`src/rtl/anabellek_denetleyici.sv`:
```
// Main-memory responder: arbitrates fetch/data block requests and splits each
// 128-bit block transfer into four 32-bit beats on the word memory port.
module anabellek_denetleyici (
  input  logic         clk_i,
  input  logic         rst_i,
  input  logic         getir_istek_i,
  input  logic [31:0]  getir_adres_i,
  input  logic         getir_oku_i,
  input  logic         getir_yaz_i,
  output logic         getir_veri_hazir_o,
  output logic [127:0] getir_okunan_obek_o,
  input  logic         bellek_istek_i,
  input  logic [31:0]  bellek_adres_i,
  input  logic         bellek_oku_i,
  input  logic         bellek_yaz_i,
  input  logic [127:0] bellek_yazilacak_obek_i,
  output logic         bellek_veri_hazir_o,
  output logic [127:0] bellek_okunan_obek_o,
  output logic         anabellek_musait_o,
  output logic         mem_istek_o,
  output logic         mem_yaz_o,
  output logic [31:0]  mem_adres_o,
  output logic [31:0]  mem_yaz_veri_o,
  input  logic         mem_hazir_i,
  input  logic [31:0]  mem_okunan_veri_i
);

  typedef enum logic [2:0] {
    BOSTA,
    GETIR_OKU,
    BELLEK_OKU,
    BELLEK_YAZ,
    CEVAP
  } durum_t;

  durum_t        durum;
  logic [1:0]    k;
  logic [31:0]   taban;
  logic [127:0]  yaz_obek;
  logic          kaynak_bellek;
  logic          son_bellek;

  logic          getir_gecerli;
  logic          bellek_gecerli;
  logic          bellek_sec;
  logic          aktarim;
  logic          unused_bits;

  assign unused_bits = ^{getir_yaz_i, getir_adres_i[3:0], bellek_adres_i[3:0]};

  assign getir_gecerli  = getir_istek_i & getir_oku_i;
  assign bellek_gecerli = bellek_istek_i & (bellek_oku_i | bellek_yaz_i);
  // Round-robin between two sources: the one not served last wins a tie.
  assign bellek_sec     = bellek_gecerli & (~getir_gecerli | ~son_bellek);

  assign aktarim = (durum == GETIR_OKU) | (durum == BELLEK_OKU) | (durum == BELLEK_YAZ);

  assign anabellek_musait_o = (durum == BOSTA);
  assign mem_istek_o        = aktarim;
  assign mem_yaz_o          = (durum == BELLEK_YAZ);
  assign mem_adres_o        = aktarim ? (taban + {28'd0, k, 2'b00}) : '0;

  always_comb begin
    mem_yaz_veri_o = '0;
    if (durum == BELLEK_YAZ) begin
      case (k)
        2'd0:    mem_yaz_veri_o = yaz_obek[31:0];
        2'd1:    mem_yaz_veri_o = yaz_obek[63:32];
        2'd2:    mem_yaz_veri_o = yaz_obek[95:64];
        default: mem_yaz_veri_o = yaz_obek[127:96];
      endcase
    end
  end

  always_ff @(posedge clk_i or posedge rst_i) begin
    if (rst_i) begin
      durum                <= BOSTA;
      k                    <= '0;
      taban                <= '0;
      yaz_obek             <= '0;
      kaynak_bellek        <= 1'b0;
      son_bellek           <= 1'b0;
      getir_veri_hazir_o   <= 1'b0;
      bellek_veri_hazir_o  <= 1'b0;
      getir_okunan_obek_o  <= '0;
      bellek_okunan_obek_o <= '0;
    end else begin
      getir_veri_hazir_o  <= 1'b0;
      bellek_veri_hazir_o <= 1'b0;
      case (durum)
        BOSTA: begin
          k <= '0;
          if (bellek_sec) begin
            taban         <= {bellek_adres_i[31:4], 4'h0};
            kaynak_bellek <= 1'b1;
            yaz_obek      <= bellek_yazilacak_obek_i;
            durum         <= bellek_yaz_i ? BELLEK_YAZ : BELLEK_OKU;
          end else if (getir_gecerli) begin
            taban         <= {getir_adres_i[31:4], 4'h0};
            kaynak_bellek <= 1'b0;
            durum         <= GETIR_OKU;
          end
        end
        GETIR_OKU, BELLEK_OKU, BELLEK_YAZ: begin
          if (mem_hazir_i) begin
            if (durum == GETIR_OKU)
              getir_okunan_obek_o[{k, 5'd0} +: 32] <= mem_okunan_veri_i;
            if (durum == BELLEK_OKU)
              bellek_okunan_obek_o[{k, 5'd0} +: 32] <= mem_okunan_veri_i;
            k <= k + 2'd1;
            if (k == 2'd3) begin
              durum               <= CEVAP;
              getir_veri_hazir_o  <= ~kaynak_bellek;
              bellek_veri_hazir_o <= kaynak_bellek;
            end
          end
        end
        CEVAP: begin
          son_bellek <= kaynak_bellek;
          durum      <= BOSTA;
        end
        default: durum <= BOSTA;
      endcase
    end
  end

endmodule

```
`config.mk`:
```
export PLATFORM = sky130hd
export DESIGN_NAME = anabellek_denetleyici
export DESIGN_NICKNAME = d
export VERILOG_FILES = /design/src/rtl/anabellek_denetleyici.sv
export SDC_FILE = /design/constraint.sdc
export NUM_CORES = 1
export LEC_CHECK = 0
export CORE_AREA = 3 3 215 217
export DETAILED_ROUTE_END_ITERATION = 8
export DIE_AREA = 0 0 218 220
export PLACE_DENSITY_LB_ADDON = 0.08
export SLEW_MARGIN = 10
export SYNTH_ARGS = -nofsm -noshare
export SYNTH_HDL_FRONTEND = slang
export SYNTH_SLANG_ARGS = --single-unit
```
`constraint.sdc`:
```
create_clock -name clk_i -period 16.3 [get_ports clk_i]
set_clock_uncertainty 0.1 [all_clocks]
set_input_delay 2.445 -clock clk_i [delete_from_list [all_inputs] [get_ports clk_i]]
set_output_delay 2.445 -clock clk_i [all_outputs]
set_load 0.01 [all_outputs]
```
==> impl_metrics.yaml <==
cts:
  cts_tree: "yes"
  post_cts_buffers: 0
  cts.sinks: 421
  postCtsHoldBufs: 0
  cts-root-buf: "clkbuf_16"
  cts_resized: 0
  clock_path_buffers: 3
  cts-buffers-inserted: 46
  insertion_delay_ps: 560
  htree_num_levels: 2
  clk_pin_slew_worst_paths_ps: 60
sta:
  tns_ps: 0
  timing.final.crit_share_pct: 37.4
  fin_crit_ps: 6090
  finalHoldViolCount: 0
  slew_violations: 0
  worst_pin_slew_ps: 1150
  slew_headroom_pct: 23.3
  hold-worst-slack_ps: 332
  setup_viol_count_final: 0
  rsz0062_at_grt: "false"
  fmax_mhz: 164
finish:
  multi_input_area_sq_mm: 0.00590
  area_growth_pct: 44.4
  seq_area_sq_mm: 0.0105
  drive_above_1_share_pct: 6.36
  final_nets: 2280
  n_fill_cell: 3961
synthesis:
  synth_warnings: 0
  ys_seq_area_share_pct: 61.7
  synth-edff-count: 0
  syn_inst: 1536
  synthArstFlopShare_pct: 100
  synth.distinct_cells: 35
  syn_area_sq_mm: 0.0171
  avgSynthCellArea_sq_um: 11.1
  yosys_most_used_dff: "dfrtp_1"
  synth-seq-cells: 421
route:
  ant_nets: 0
  drc: 0
  finalWirelength_um: 56700
  viasPerCell: 5.10
  post_drt_wl_per_cell_um: 21.2
  drt-initial-drc-count: 1063
  vias: 13645
  firstDrtPassIters: 5
setup_path:
  reg2reg_slack_ps: 12880
  critPathMaxFanout: 19
  rr_startpoint: "k[0]"
  required_ps: 13760
  path_class: "reg -> out"
  critPathLaunchType: "flop"
  critPathCaptureType: "primary output"
  arrival_ps: 3540
  startpoint: "k[0]"
place:
  gp_congestion: 0.819
  hpwl_um: 39400
  portBuffers: 546
global_route:
  grt_pass1_wl_um: 84700
  grt_pass1_vias: 13543
  track_usage_pct: 23.0
  grt_max_degree: 135
  antenna_found_initial: 9
  gr-total-overflow: 0
power:
  powerDensity_mw_per_mm2: 202
  ir_worst_vdd_uv: 108
  total_leakage_power_nw: 10.6
status:
  status: "finished, final reports clean"
floorplan:
  die_h_um: 220
  io_pins: 558
  core_sq_mm: 0.0443
  die_w_um: 218
  die_area_sq_mm: 0.0480
  num_rows: 77
  initial_utilization_pct: 38.5
worst_hold_path:
  holdCritPathClass: "reg -> reg"
  min_from: "kaynak_bellek"
job:
  cap_violations: 0
critical path, cell delays in order (launching register included):
cell and delay (ps):
dfrtp_1 500, inv_2 220, ha_1 740, buf_4 410, a222oi_1 160, nor2_1 160, a21oi_1 60, nor2_1 160
clkdlybuf4s50_1 570
stage by stage:
| stage | std cells | setup slack, ps | utilization [%] | power [mW] | area (sq um) |
|---|---|---|---|---|---|
| after floorplan | 1537 | 2040 | - | 2.74 | 17100 |
| after global placement | 2584 | 9620 | 52.1 | 3.90 | 23100 |
| after global routing | 2673 | 10010 | 55.7 | 5.29 | 24700 |
| after CTS | 2666 | 10130 | 55.6 | 5.03 | 24600 |
| after detailed placement | 2584 | 9560 | 52.1 | 3.93 | 23100 |
| final | 2674 | 10210 | 55.7 | 4.97 | 24700 |
cell type report:
| type | instances | share of cell area (%) |
|---|---|---|
| repair buffers | 567 | 22.9 |
| inverters | 71 | 1.11 |
| clock inverters | 15 | 0.903 |
| well taps | 592 | 3.00 |
| flip-flops and latches | 421 | 42.7 |
| multi-input cells | 934 | 23.9 |
| clock buffers | 67 | 5.40 |
| diodes | 7 | 0.0710 |
sequential cells by signal (all words and copies together) (netlist names):
name                  flops
bellek_okunan_obek_o    128
getir_okunan_obek_o     128
yaz_obek                128
taban                    28
durum                     3
k                         2
bellek_veri_hazir_o       1
getir_veri_hazir_o        1
kaynak_bellek             1
son_bellek                1
cell families after synthesis:
logic type	count (synthesis)	share of synthesized area (%)
xor gates and xnor gates	1	0.0513
buffers and inverters	182	4.38
adders and majority gates	6	0.440
and+or+nand+nor	412	10.4
other	1	0.0220
DFF	421	61.7
muxes	156	10.1
AOI/OAI and AO/OA	357	12.9
final timing paths:
check	endpoint	cells after the start
hold reg to reg	getir_veri_hazir_o	1
hold / removal	getir_veri_hazir_o	1
max in group asynchronous	getir_okunan_obek_o[99]	6
setup reg to reg	getir_okunan_obek_o[27]	4
setup / recovery	mem_yaz_veri_o[6]	8
min in group asynchronous	yaz_obek[23]	2
routing by layer:
| metal | GRT usage, % | routed length, um | part of all wire [%] |
|---|---|---|---|
| met3 | 6.70 | 4710 | 8.3 |
| met4 | 8.18 | 1540 | 2.7 |
| met2 | 37.9 | 27200 | 48 |
| met5 | 0 | 41 | 0.072 |
| met1 | 29.1 | 23200 | 41 |
synthesized netlist by cell type (2+ instances only):
library cell / number / area [sq um]
clkbuf_1: 58 / 218
nand3_1: 72 / 360
a21oi_1: 60 / 300
ha_1: 6 / 75.1
and2b_1: 2 / 15.0
nor3_1: 3 / 15.0
a22o_1: 64 / 561
mux2_2: 19 / 214
mux2i_1: 28 / 280
and2_1: 28 / 175
nor3_2: 4 / 40.0
nor4_1: 2 / 12.5
dfrtp_1: 421 / 10500
nor2_1: 98 / 368
nand2_1: 199 / 747
nor3b_4: 2 / 37.5
o21ai_1: 65 / 325
a222oi_1: 32 / 320
inv_1: 70 / 263
buf_2: 46 / 230
mux2_1: 109 / 1230
o21ai_0: 130 / 651
buf_4: 2 / 15.0
buf_1: 5 / 18.8
cells in the final DEF (no fill, tap or decap), drive strengths merged, types with 32 or more instances in the layout:
| cell type | n |
|---|---|
| clkdlybuf4s50 | 546 |
| nor2 | 98 |
| a222oi | 32 |
| inv | 71 |
| nand2 | 199 |
| a22o | 64 |
| nand3 | 72 |
| o21ai | 195 |
| clkbuf | 67 |
| mux2 | 128 |
| dfrtp | 421 |
| a21oi | 60 |
report_power, final:
| group | switching [mW] | internal, mW |
|---|---|---|
| clock network | 0.429 | 0.646 |
| logic | 1.02 | 1.08 |
| registers | 0.267 | 1.53 |
Power figures use the tool's default switching activity.
